[config.mk]
export PLATFORM = sky130hd
export DESIGN_NAME = apb_master_mux
export DESIGN_NICKNAME = d
export VERILOG_FILES = /design/src/rtl/apb_master_mux.sv
export SDC_FILE = /design/constraint.sdc
export NUM_CORES = 1
export LEC_CHECK = 0
export CORE_MARGIN = 2
export CORE_UTILIZATION = 30
export DETAILED_ROUTE_END_ITERATION = 7
export PLACE_DENSITY_LB_ADDON = 0.25
export SLEW_MARGIN = 20
export SYNTH_ARGS = -nofsm -noshare
export SYNTH_HDL_FRONTEND = slang
export SYNTH_SLANG_ARGS = --single-unit
[constraint.sdc]
create_clock -name pclk -period 2.33 [get_ports pclk]
set_input_delay 0.233 -clock pclk [delete_from_list [all_inputs] [get_ports pclk]]
set_output_delay 0.233 -clock pclk [all_outputs]
set_load 0.005 [all_outputs]
[src/rtl/apb_master_mux.sv]
// APB master bridge: turns simple transfer requests into APB SETUP/ACCESS cycles across NUM_SLAVES PSEL lines.
// Optional ACCESS-phase timeout is enabled by defining APB_TIMEOUT_EN.
module apb_master_mux #(
  parameter int ADDR_W      = 32,
  parameter int DATA_W      = 32,
  parameter int NUM_SLAVES  = 4,
  parameter int SEL_LSB     = 12,
  parameter int TIMEOUT_CYC = 16
) (
  input  logic                         pclk,
  input  logic                         preset,
  input  logic                         ptransfer,
  input  logic                         swrite,
  input  logic [ADDR_W-1:0]            SADDR,
  input  logic [DATA_W-1:0]            SWDATA,
  output logic                         s_accept,
  output logic                         s_done,
  output logic                         s_err,
  output logic [DATA_W-1:0]            f_data,
  output logic [ADDR_W-1:0]            PADDR,
  output logic [NUM_SLAVES-1:0]        PSEL,
  output logic                         PENABLE,
  output logic                         PWRITE,
  output logic [DATA_W-1:0]            PWDATA,
  input  logic [NUM_SLAVES*DATA_W-1:0] PRDATA,
  input  logic [NUM_SLAVES-1:0]        PREADY,
  input  logic [NUM_SLAVES-1:0]        PSLVERR
);

  localparam int SEL_W = (NUM_SLAVES > 1) ? $clog2(NUM_SLAVES) : 1;

  typedef enum logic [1:0] {
    IDLE   = 2'd0,
    SETUP  = 2'd1,
    ACCESS = 2'd2
  } state_t;

  state_t                  state;
  state_t                  state_nxt;
  logic [SEL_W-1:0]        req_idx;
  logic [NUM_SLAVES-1:0]   req_sel;
  logic [NUM_SLAVES-1:0]   psel_nxt;
  logic                    req_ok;
  logic                    take;
  logic                    sel_ready;
  logic                    sel_err;
  logic                    tmo_hit;
  logic                    dec_pend;
  logic                    dec_pend_nxt;
  logic                    penable_nxt;
  logic                    pwrite_nxt;
  logic                    s_done_nxt;
  logic                    s_err_nxt;
  logic [ADDR_W-1:0]       paddr_nxt;
  logic [DATA_W-1:0]       pwdata_nxt;
  logic [DATA_W-1:0]       f_data_nxt;
  logic [DATA_W-1:0]       sel_rdata;

  assign req_idx = SADDR[SEL_LSB +: SEL_W];

  // An index field value beyond NUM_SLAVES leaves req_sel empty, which flags a decode error.
  always_comb begin
    req_sel = '0;
    for (int i = 0; i < NUM_SLAVES; i++) begin
      req_sel[i] = (req_idx == SEL_W'(i));
    end
  end

  assign req_ok = |req_sel;

  // The registered one-hot PSEL doubles as the response mux select.
  assign sel_ready = |(PREADY & PSEL);
  assign sel_err   = |(PSLVERR & PSEL);

  always_comb begin
    sel_rdata = '0;
    for (int i = 0; i < NUM_SLAVES; i++) begin
      if (PSEL[i]) begin
        sel_rdata = sel_rdata | PRDATA[i*DATA_W +: DATA_W];
      end
    end
  end

  assign s_accept = (state == IDLE) || ((state == ACCESS) && sel_ready);
  assign take     = ptransfer && s_accept;

`ifdef APB_TIMEOUT_EN
  localparam int CNT_W = $clog2(TIMEOUT_CYC + 1);

  logic [CNT_W-1:0] tmo_cnt;

  always_ff @(posedge pclk or negedge preset) begin
    if (!preset) begin
      tmo_cnt <= '0;
    end else if (state == SETUP) begin
      tmo_cnt <= '0;
    end else if ((state == ACCESS) && !sel_ready) begin
      tmo_cnt <= tmo_cnt + CNT_W'(1);
    end
  end

  assign tmo_hit = (state == ACCESS) && !sel_ready && (tmo_cnt == CNT_W'(TIMEOUT_CYC - 1));
`else
  assign tmo_hit = (TIMEOUT_CYC < 0);
`endif

  // A bad request taken on the completing ACCESS cycle collides with that completion's s_done,
  // so its error response is deferred by one cycle through dec_pend.
  always_comb begin
    state_nxt    = state;
    psel_nxt     = PSEL;
    penable_nxt  = PENABLE;
    paddr_nxt    = PADDR;
    pwrite_nxt   = PWRITE;
    pwdata_nxt   = PWDATA;
    f_data_nxt   = f_data;
    s_done_nxt   = 1'b0;
    s_err_nxt    = 1'b0;
    dec_pend_nxt = dec_pend;

    case (state)
      IDLE: begin
        s_done_nxt   = dec_pend;
        s_err_nxt    = dec_pend;
        dec_pend_nxt = 1'b0;
        if (take && !req_ok) begin
          if (dec_pend) begin
            dec_pend_nxt = 1'b1;
          end else begin
            s_done_nxt = 1'b1;
            s_err_nxt  = 1'b1;
          end
        end
      end
      SETUP: begin
        state_nxt   = ACCESS;
        penable_nxt = 1'b1;
      end
      ACCESS: begin
        if (sel_ready) begin
          state_nxt   = IDLE;
          psel_nxt    = '0;
          penable_nxt = 1'b0;
          s_done_nxt  = 1'b1;
          s_err_nxt   = sel_err;
          if (!PWRITE && !sel_err) begin
            f_data_nxt = sel_rdata;
          end
          if (take && !req_ok) begin
            dec_pend_nxt = 1'b1;
          end
        end else if (tmo_hit) begin
          state_nxt   = IDLE;
          psel_nxt    = '0;
          penable_nxt = 1'b0;
          s_done_nxt  = 1'b1;
          s_err_nxt   = 1'b1;
        end
      end
      default: begin
        state_nxt   = IDLE;
        psel_nxt    = '0;
        penable_nxt = 1'b0;
      end
    endcase

    if (take && req_ok) begin
      state_nxt   = SETUP;
      psel_nxt    = req_sel;
      penable_nxt = 1'b0;
      paddr_nxt   = SADDR;
      pwrite_nxt  = swrite;
      pwdata_nxt  = SWDATA;
    end
  end

  always_ff @(posedge pclk or negedge preset) begin
    if (!preset) begin
      state    <= IDLE;
      PSEL     <= '0;
      PENABLE  <= 1'b0;
      PADDR    <= '0;
      PWRITE   <= 1'b0;
      PWDATA   <= '0;
      f_data   <= '0;
      s_done   <= 1'b0;
      s_err    <= 1'b0;
      dec_pend <= 1'b0;
    end else begin
      state    <= state_nxt;
      PSEL     <= psel_nxt;
      PENABLE  <= penable_nxt;
      PADDR    <= paddr_nxt;
      PWRITE   <= pwrite_nxt;
      PWDATA   <= pwdata_nxt;
      f_data   <= f_data_nxt;
      s_done   <= s_done_nxt;
      s_err    <= s_err_nxt;
      dec_pend <= dec_pend_nxt;
    end
  end

endmodule

; ---- Word level (Yosys, flattened, before mapping)
; Cells that the tools add are included.
[op_classes]
n_eq_ne = 9
mux = 22
bitwise_logic = 5
n_reduce_logical = 20
[op_table]
columns = operator, n
row1 = two-way mux 32 bit, 4
row2 = bitwise OR 32 bit, 3
row3 = OR reduction 4 bit, 3
row4 = bitwise AND 4 bit, 2
row5 = two-way mux 1 bit, 8
row6 = two-way mux 4 bit, 2
row7 = case mux 4 bit (2 select lines), 1
row8 = "== test 2 bit, second input constant", 3
row9 = case mux 1 bit (2 select lines), 3
row10 = case mux 2 bit (3 select lines), 1
row11 = AND reduction 2 bit, 3
row12 = logical AND 1 bit, 5
row13 = "== test 2 x 1 -> 1 bit, second input constant", 2
row14 = logical NOT 2 bit, 2
row15 = two-way mux 2 bit, 2
row16 = "inequality test 2 x 1 -> 1 bit, second input constant", 2
row17 = logical NOT 1 bit, 3
row18 = "inequality test 3 x 2 -> 1 bit, second input constant", 1
row19 = case mux 1 bit (3 select lines), 1
row20 = AND reduction 3 bit, 1
row21 = "inequality test 2 bit, second input constant", 1
row22 = nonzero test 2 bit, 1
row23 = OR reduction 2 bit, 1
row24 = logical OR 1 bit, 1
[totals]
regBits = 107
in_bits = 204
output_inout_bits = 105

; ---- Longest topological paths before layout
; Gate-level depths: netlist of run 1.
[logic_depth]
ltp_word = 9
ltp_mapped = 7

; ---- Least setup slack after synthesis of run 1
; OpenSTA, ideal clock, no wires.
[synth_path]
kind = register to register
startpoint = reg PSEL[0]
endpoint = reg f_data[10]
setup_time_ns = 0.125
arrival_time_ns = 1.743
slack_ns = 0.462
stages_incl_launch_ff = 8
period_less_slack_ns = 1.868
cell_sequence = dfrtp_1 -> buf_4 -> a22oi_1 -> nand2_1 -> or4_4 -> buf_6 -> buf_6 -> mux2_4
[synth_between]
elab_chain_len = 7
elab_cells_between_ends = 14
classes_between = mux: 4 / bitwise: 5 / reduce/logical: 5
[synth_lines]
columns = element, line_no
row1 = start: declaration, 21  ; output logic [NUM_SLAVES-1:0] PSEL,
row2 = start signal: assignment, 191  ; PSEL <= psel_nxt;
row3 = two-way mux 32 bit, 78  ; if (PSEL[i]) begin
row4 = bitwise OR 32 bit, 79  ; sel_rdata = sel_rdata | PRDATA[i*DATA_W +: DATA_W];
row5 = two-way mux 32 bit, 78
row6 = bitwise OR 32 bit, 79
row7 = two-way mux 32 bit, 78
row8 = bitwise OR 32 bit, 79
row9 = two-way mux 32 bit, 78
row10 = end signal: assignment, 196  ; f_data <= f_data_nxt;
row11 = end: declaration, 19  ; output logic [DATA_W-1:0] f_data,
; Parallel ways exist; a longest one is shown, timed or not.
; A chain may end at the register's enable or synchronous reset.

; ---- Final worst setup path of run 1
[layout_path]
startpoint = reg PSEL[1]
endpoint = out PSEL[1]
; No word-level cell between the ends.

==> reports/summary.txt, run 1 <==
status = complete, no violations
Yosys cell types = 25
Routed Wire Length = 16000 um
largest area contributor in the netlist = dfrtp_1
FMAX = 455 MHz
CTS root buf = clkbuf_16
1st-iter DRT viols = 137
yosys warns = 0
CP Capture Type = output port
port buffer count = 308
Post-CTS Repair Setup Buffers = 0
M3 GR Usage = 6.19%
layout cells sized above 1 = 18.6%
FP Rows = 46
worst setup path start = PSEL[1]$_DFFE_PN0P_
CTS Buf Count = 9
Area Overhead vs Synth = 75.3%
final worst path period need = 2200 ps
GR Util met2 = 29.7%
WP data arrival = 1960 ps
total track usage = 18.0%
Max-cap violations = 0
number of flops mapped to enable cells by yosys = 0
Die Ht = 131 um
Max Root-Sink Buffers = 2
worst min-delay path class = in -> async
post-synth top area share = 55.1%
Req. time, crit path = 2100 ps
DR WL/cell = 18.2 um
Ports = 309
Overflow after GRT = 0
dominant cell by count in the synthesized netlist = dfrtp_1
synthesized flop and latch total = 106
Leak Pwr = 0.00387 uW
DRC viols = 0
CTS clk-pin slew, worst paths = 70 ps
starting density of the core = 30.5%
ANT nets after route = 0
initial antenna violation count = 1
RSZ-0062 raised after global routing = false
router iterations before antenna repair = 4
worst skew pair latency = 350 ps
Cell Pwr Density = 455 nW/um2
dpl cell area = 8120 um2
syn nets = 560
CTS tree = done
gr busiest metal = met2
setup TNS = 0 ps
sequential cell area fraction in the yosys report = 55.1%
first-pass GRT wire length = 23200 um
final setup vio count = 0
crit share post-route = 94.2%
Die W = 131 um
estimated wirelength of the detail-placed design = 12100 um
reg2reg start = PSEL[1]$_DFFE_PN0P_
# nets final = 862
hold slack = 444 ps
final instance area = 8440 um2
Final Hold Vio Count = 0
largest net degree at the start of global routing = 49
Routability Congestion = 0.778
Slew headroom = 55.6%
Crit Path Max Fanout = 28
# H-tree levels = 3
vias = 4163
Post-Syn Area = 4820 um2
Pins Over Slew Limit = 0
number of global-route vias before repair = 4251
vias per cell = 4.74
GR Layer Usage met1 = 21.1%
synth cell count leaders = dfrtp_1, a22oi_1, mux2_2, nand2_1, mux2_4
WS Path Type = reg -> out
maximum vdd drop = 247 uV
ys async rst share = 100%
ranking of synthesized cells by area = dfrtp_1, mux2_2, a22oi_1
Worst setup SP type = register
Fill cells = 1381
CTS Sinks = 106
Worst Tran Pin Value = 664 ps
Mean Syn Cell Area = 13.5 um2
Post-Syn Instances = 356
die area = 17100 um2
Core ar. = 15800 um2
Top FF cell, synth = dfrtp_1
Setup Skew = 9.69 ps
==> routing by layer <==
metal,share of wire (%),wire (um)
met1,39,6230
met5,0,0
met3,10,1640
met2,48,7680
met4,3.0,486
==> worst paths after layout <==
kind	end	slack (ps)	cells past startpoint
hold / removal	PADDR[5]$_DFFE_PN0P_	440	2
setup reg to reg	f_data[30]$_DFFE_PN0P_	240	5
setup / recovery	PSEL[1]	130	2
min in group pclk	PWDATA[17]$_DFFE_PN0P_	490	2
hold reg to reg	f_data[0]$_DFFE_PN0P_	500	1
max in group asynchronous	PWDATA[20]$_DFFE_PN0P_	1220	3
==> metrics by stage <==
stage	setup slack, ps	util [%]	instances	total power, uW
after CTS	104	53.5	878	3920
after detailed placement	169	51.5	862	2270
after floorplan	462	-	356	1880
final	134	53.5	879	3840
after global routing	53.7	53.5	879	4000
after global placement	215	51.5	862	2260
==> cell usage in the layout, fill, tap and decap left out, drive strengths merged <==
cell type and instances:
dfrtp 106, mux2 96, nor2 4, nand2 35, a22o 4, clkdlybuf4s50 307, nand2b 1, a22oi 66
a21o 2, o31a 1, a21oi 1, o21ai 2, clkbuf 11, inv 4, a32o 2, nor2b 2
buf 11, nor3 1, bufinv 2, clkinvlp 1, o32ai 1, diode 1, or4 1, dlygate4sd3 1
==> registers in the layout (all words and copies together) (netlist names) <==
| register | cells |
|---|---|
| PADDR | 32 |
| PWDATA | 32 |
| f_data | 32 |
| PSEL | 4 |
| PENABLE | 1 |
| PWRITE | 1 |
| dec_pend | 1 |
| s_done | 1 |
| s_err | 1 |
| state | 1 |
==> power by group <==
part	leakage [uW]	switching, uW	internal [uW]
sequential	0.00147	0	1840
combinational	0.00225	92.8	304
clock	0.000146	668	941
total	0.00387	761	3080
==> worst max-delay path, stage by stage (launching register included) <==
cell and delay (ps):
dfrtp_1 620, buf_4 400, clkdlybuf4s50_1 580
==> cell type report <==
type                            instances  area [um2]  share of cell area (%)
Clock inverter                          4        76.3                   0.904
Clock buffer                           11         233                    2.76
Antenna cell                            1        2.50                  0.0296
Inverter                                3        11.3                   0.133
Sequential cell                       106        2650                    31.4
Tap cell                              216         270                    3.20
Multi-Input combinational cell        219        1990                    23.6
Timing Repair Buffer                  319        3200                    37.9
==> repair_timing <==
| action | CTS | global route |
|---|---|---|
| resized for setup | 0 | 0 |
| hold endpoints to repair | 44 | 0 |
| hold buffers | 1 | 0 |
==> kinds of logic after synthesis <==
family	share of synthesized area, %
muxes	24.8
DFF	55.1
AOI/OAI and AO/OA	12.8
buffers and inverters	3.53
and+or+nand+nor	3.82
Power figures use the tool's default switching activity.
==> run 2: changes to the inputs <==
Settings changed: PLACE_DENSITY_LB_ADDON 0.25 to 0.15, SKIP_CTS_REPAIR_TIMING from default to 1.
==> reports/summary.txt, run 2 (synthesis gave the netlist of run 1 again) <==
status = complete, no violations
Largest regs = PADDR x32, PWDATA x32, f_data x32
starting density of the core = 30.5% (unchanged)
Core ar. = 15800 um2 (unchanged)
Die W = 131 um (unchanged)
Antenna Cells = 0 (-1)
Req. time, crit path = 2100 ps (about the same)
estimated wirelength of the detail-placed design = 11700 um (-3.2%)
setup TNS = 0 ps (unchanged)
final worst setup slack = 365 ps (+230 ps)
largest net degree at the start of global routing = 71 (+45%)
CP max-delay cell = clkdlybuf4s50_1
Worst setup SP type = register
Routability Congestion = 0.734 (-5.6%)
router iterations before antenna repair = 4 (unchanged)
most frequent cells in the layout = clkdlybuf4s50_1, dfrtp_1, a22oi_1
Ports = 309 (unchanged)
worst min-delay path class = in -> async
Worst Tran Pin Value = 576 ps (-87.4 ps)
Leak Pwr = 0.00385 uW (-0.40%)
CP max stage delay = 580 ps (-40 ps)
DRC viols = 0 (unchanged)
CTS tree = done
final instance area = 8400 um2 (-0.47%)
area of the multi-input gates = 1990 um2 (unchanged)
number of global-route vias before repair = 4285 (+0.80%)
final worst path period need = 1970 ps (-230 ps)
dpl cell area = 8110 um2 (-0.18%)
hold slack = 259 ps (-184 ps)
Slew headroom = 61.5% (+5.8 points)
# H-tree levels = 3 (unchanged)
crit share post-route = 84.3% (-9.9 points)
FMAX = 509 MHz (+12%)
CTS root buf = clkbuf_16
vias per cell = 4.66 (-1.5%)
Cell Pwr Density = 440 nW/um2 (-3.4%)
CTS clk-pin slew, worst paths = 80 ps (about the same)
Pins Over Slew Limit = 0 (unchanged)
final setup vio count = 0 (unchanged)
ANT nets after route = 0 (unchanged)
WS Path Type = reg -> out
Routed Wire Length = 15400 um (-4.0%)
initial antenna violation count = 0 (-1)
port buffer count = 308 (unchanged)
Max Root-Sink Buffers = 2 (unchanged)
CTS Sinks = 106 (unchanged)
vias = 4091 (-1.7%)
Fill cells = 1401 (+1.4%)
critical-path cell list = buf_4 > clkdlybuf4s50_1
commonest non-fill, non-tap cell in the layout = clkdlybuf4s50_1
Max-cap violations = 0 (unchanged)
1st-iter DRT viols = 72 (-47%)
CP Capture Type = output port
FP Rows = 46 (unchanged)
total track usage = 17.2% (-0.75 points)
DR WL/cell = 17.5 um (-3.8%)
dpl ws = 212 ps (+43.3 ps)
Die Ht = 131 um (unchanged)
first-pass GRT wire length = 22400 um (-3.5%)
WP data arrival = 1730 ps (-230 ps)
Final Hold Vio Count = 0 (unchanged)
Overflow after GRT = 0 (unchanged)
Setup Skew = 10.3 ps (+0.586 ps)
maximum vdd drop = 292 uV (+18%)
# nets final = 860 (-0.23%)
FF/Latch Area = 2650 um2 (unchanged)
Crit Path Max Fanout = 34 (+21%)
RSZ-0062 raised after global routing = false
layout cells sized above 1 = 18.6% (+0.028 points)
Area Overhead vs Synth = 74.5%
worst skew pair latency = 350 ps (about the same)
die area = 17100 um2 (unchanged)
CTS Buf Count = 9 (unchanged)
## run 2: changes by cell type in the layout (fill, tap and decap cells not counted), sizes merged
cell      delta
buf          -2
clkbuf       -1
bufinv       -2
inv          +2
clkinv       +3
clkinvlp     -1
diode        -1
## run 2: layout make-up
type / count / area share (%)
repair buffers: 317 / 37.9
multi-input cells: 219 / 23.7
flip-flops and latches: 106 / 31.6
inverters: 3 / 0.134
clock buffers: 10 / 2.72
clock inverters: 6 / 0.685
well taps: 216 / 3.22
## run 2: worst max-delay path, delay by kind of cell, from the launching register on
kind / cells / cell delay [ps]
buffers and inverters: 2 / 980
flip-flops: 1 / 400
## run 2: per-layer routing
layer	vias up	wire length, um	global-route usage (%)
met3	19	1990	8.67
li1	1914	-	-
met4	0	275	5.07
met2	203	7490	29.2
met1	1955	5640	19.2
met5	-	0	0
## run 2: metrics by stage
stage / utilization (%) / std cells / power [uW]
after floorplan: - / 356 / 1880
after global placement: 51.4 / 860 / 2260
after detailed placement: 51.4 / 860 / 2270
after CTS: 53.2 / 876 / 3770
after global routing: 53.3 / 877 / 3870
final: 53.3 / 877 / 3700
## run 2: final timing paths
check | start | to | slack [ps] | cells past startpoint
setup reg to reg | PSEL[2]$_DFFE_PN0P_ | f_data[24]$_DFFE_PN0P_ | 520 | 5
hold reg to reg | f_data[0]$_DFFE_PN0P_ | f_data[0]$_DFFE_PN0P_ | 500 | 1
hold / removal | preset | PADDR[20]$_DFFE_PN0P_ | 260 | 2
setup / recovery | PSEL[0]$_DFFE_PN0P_ | PSEL[0] | 360 | 2
min in group pclk | SADDR[11] | PADDR[11]$_DFFE_PN0P_ | 490 | 2
max in group asynchronous | preset | f_data[14]$_DFFE_PN0P_ | 1380 | 3
## run 2: report_power, final
group	internal, uW	leakage (uW)	switching (uW)
combinational	302	0.00224	87.6
clock	751	0.000141	719
sequential	1840	0.00147	0
total	2890	0.00385	806
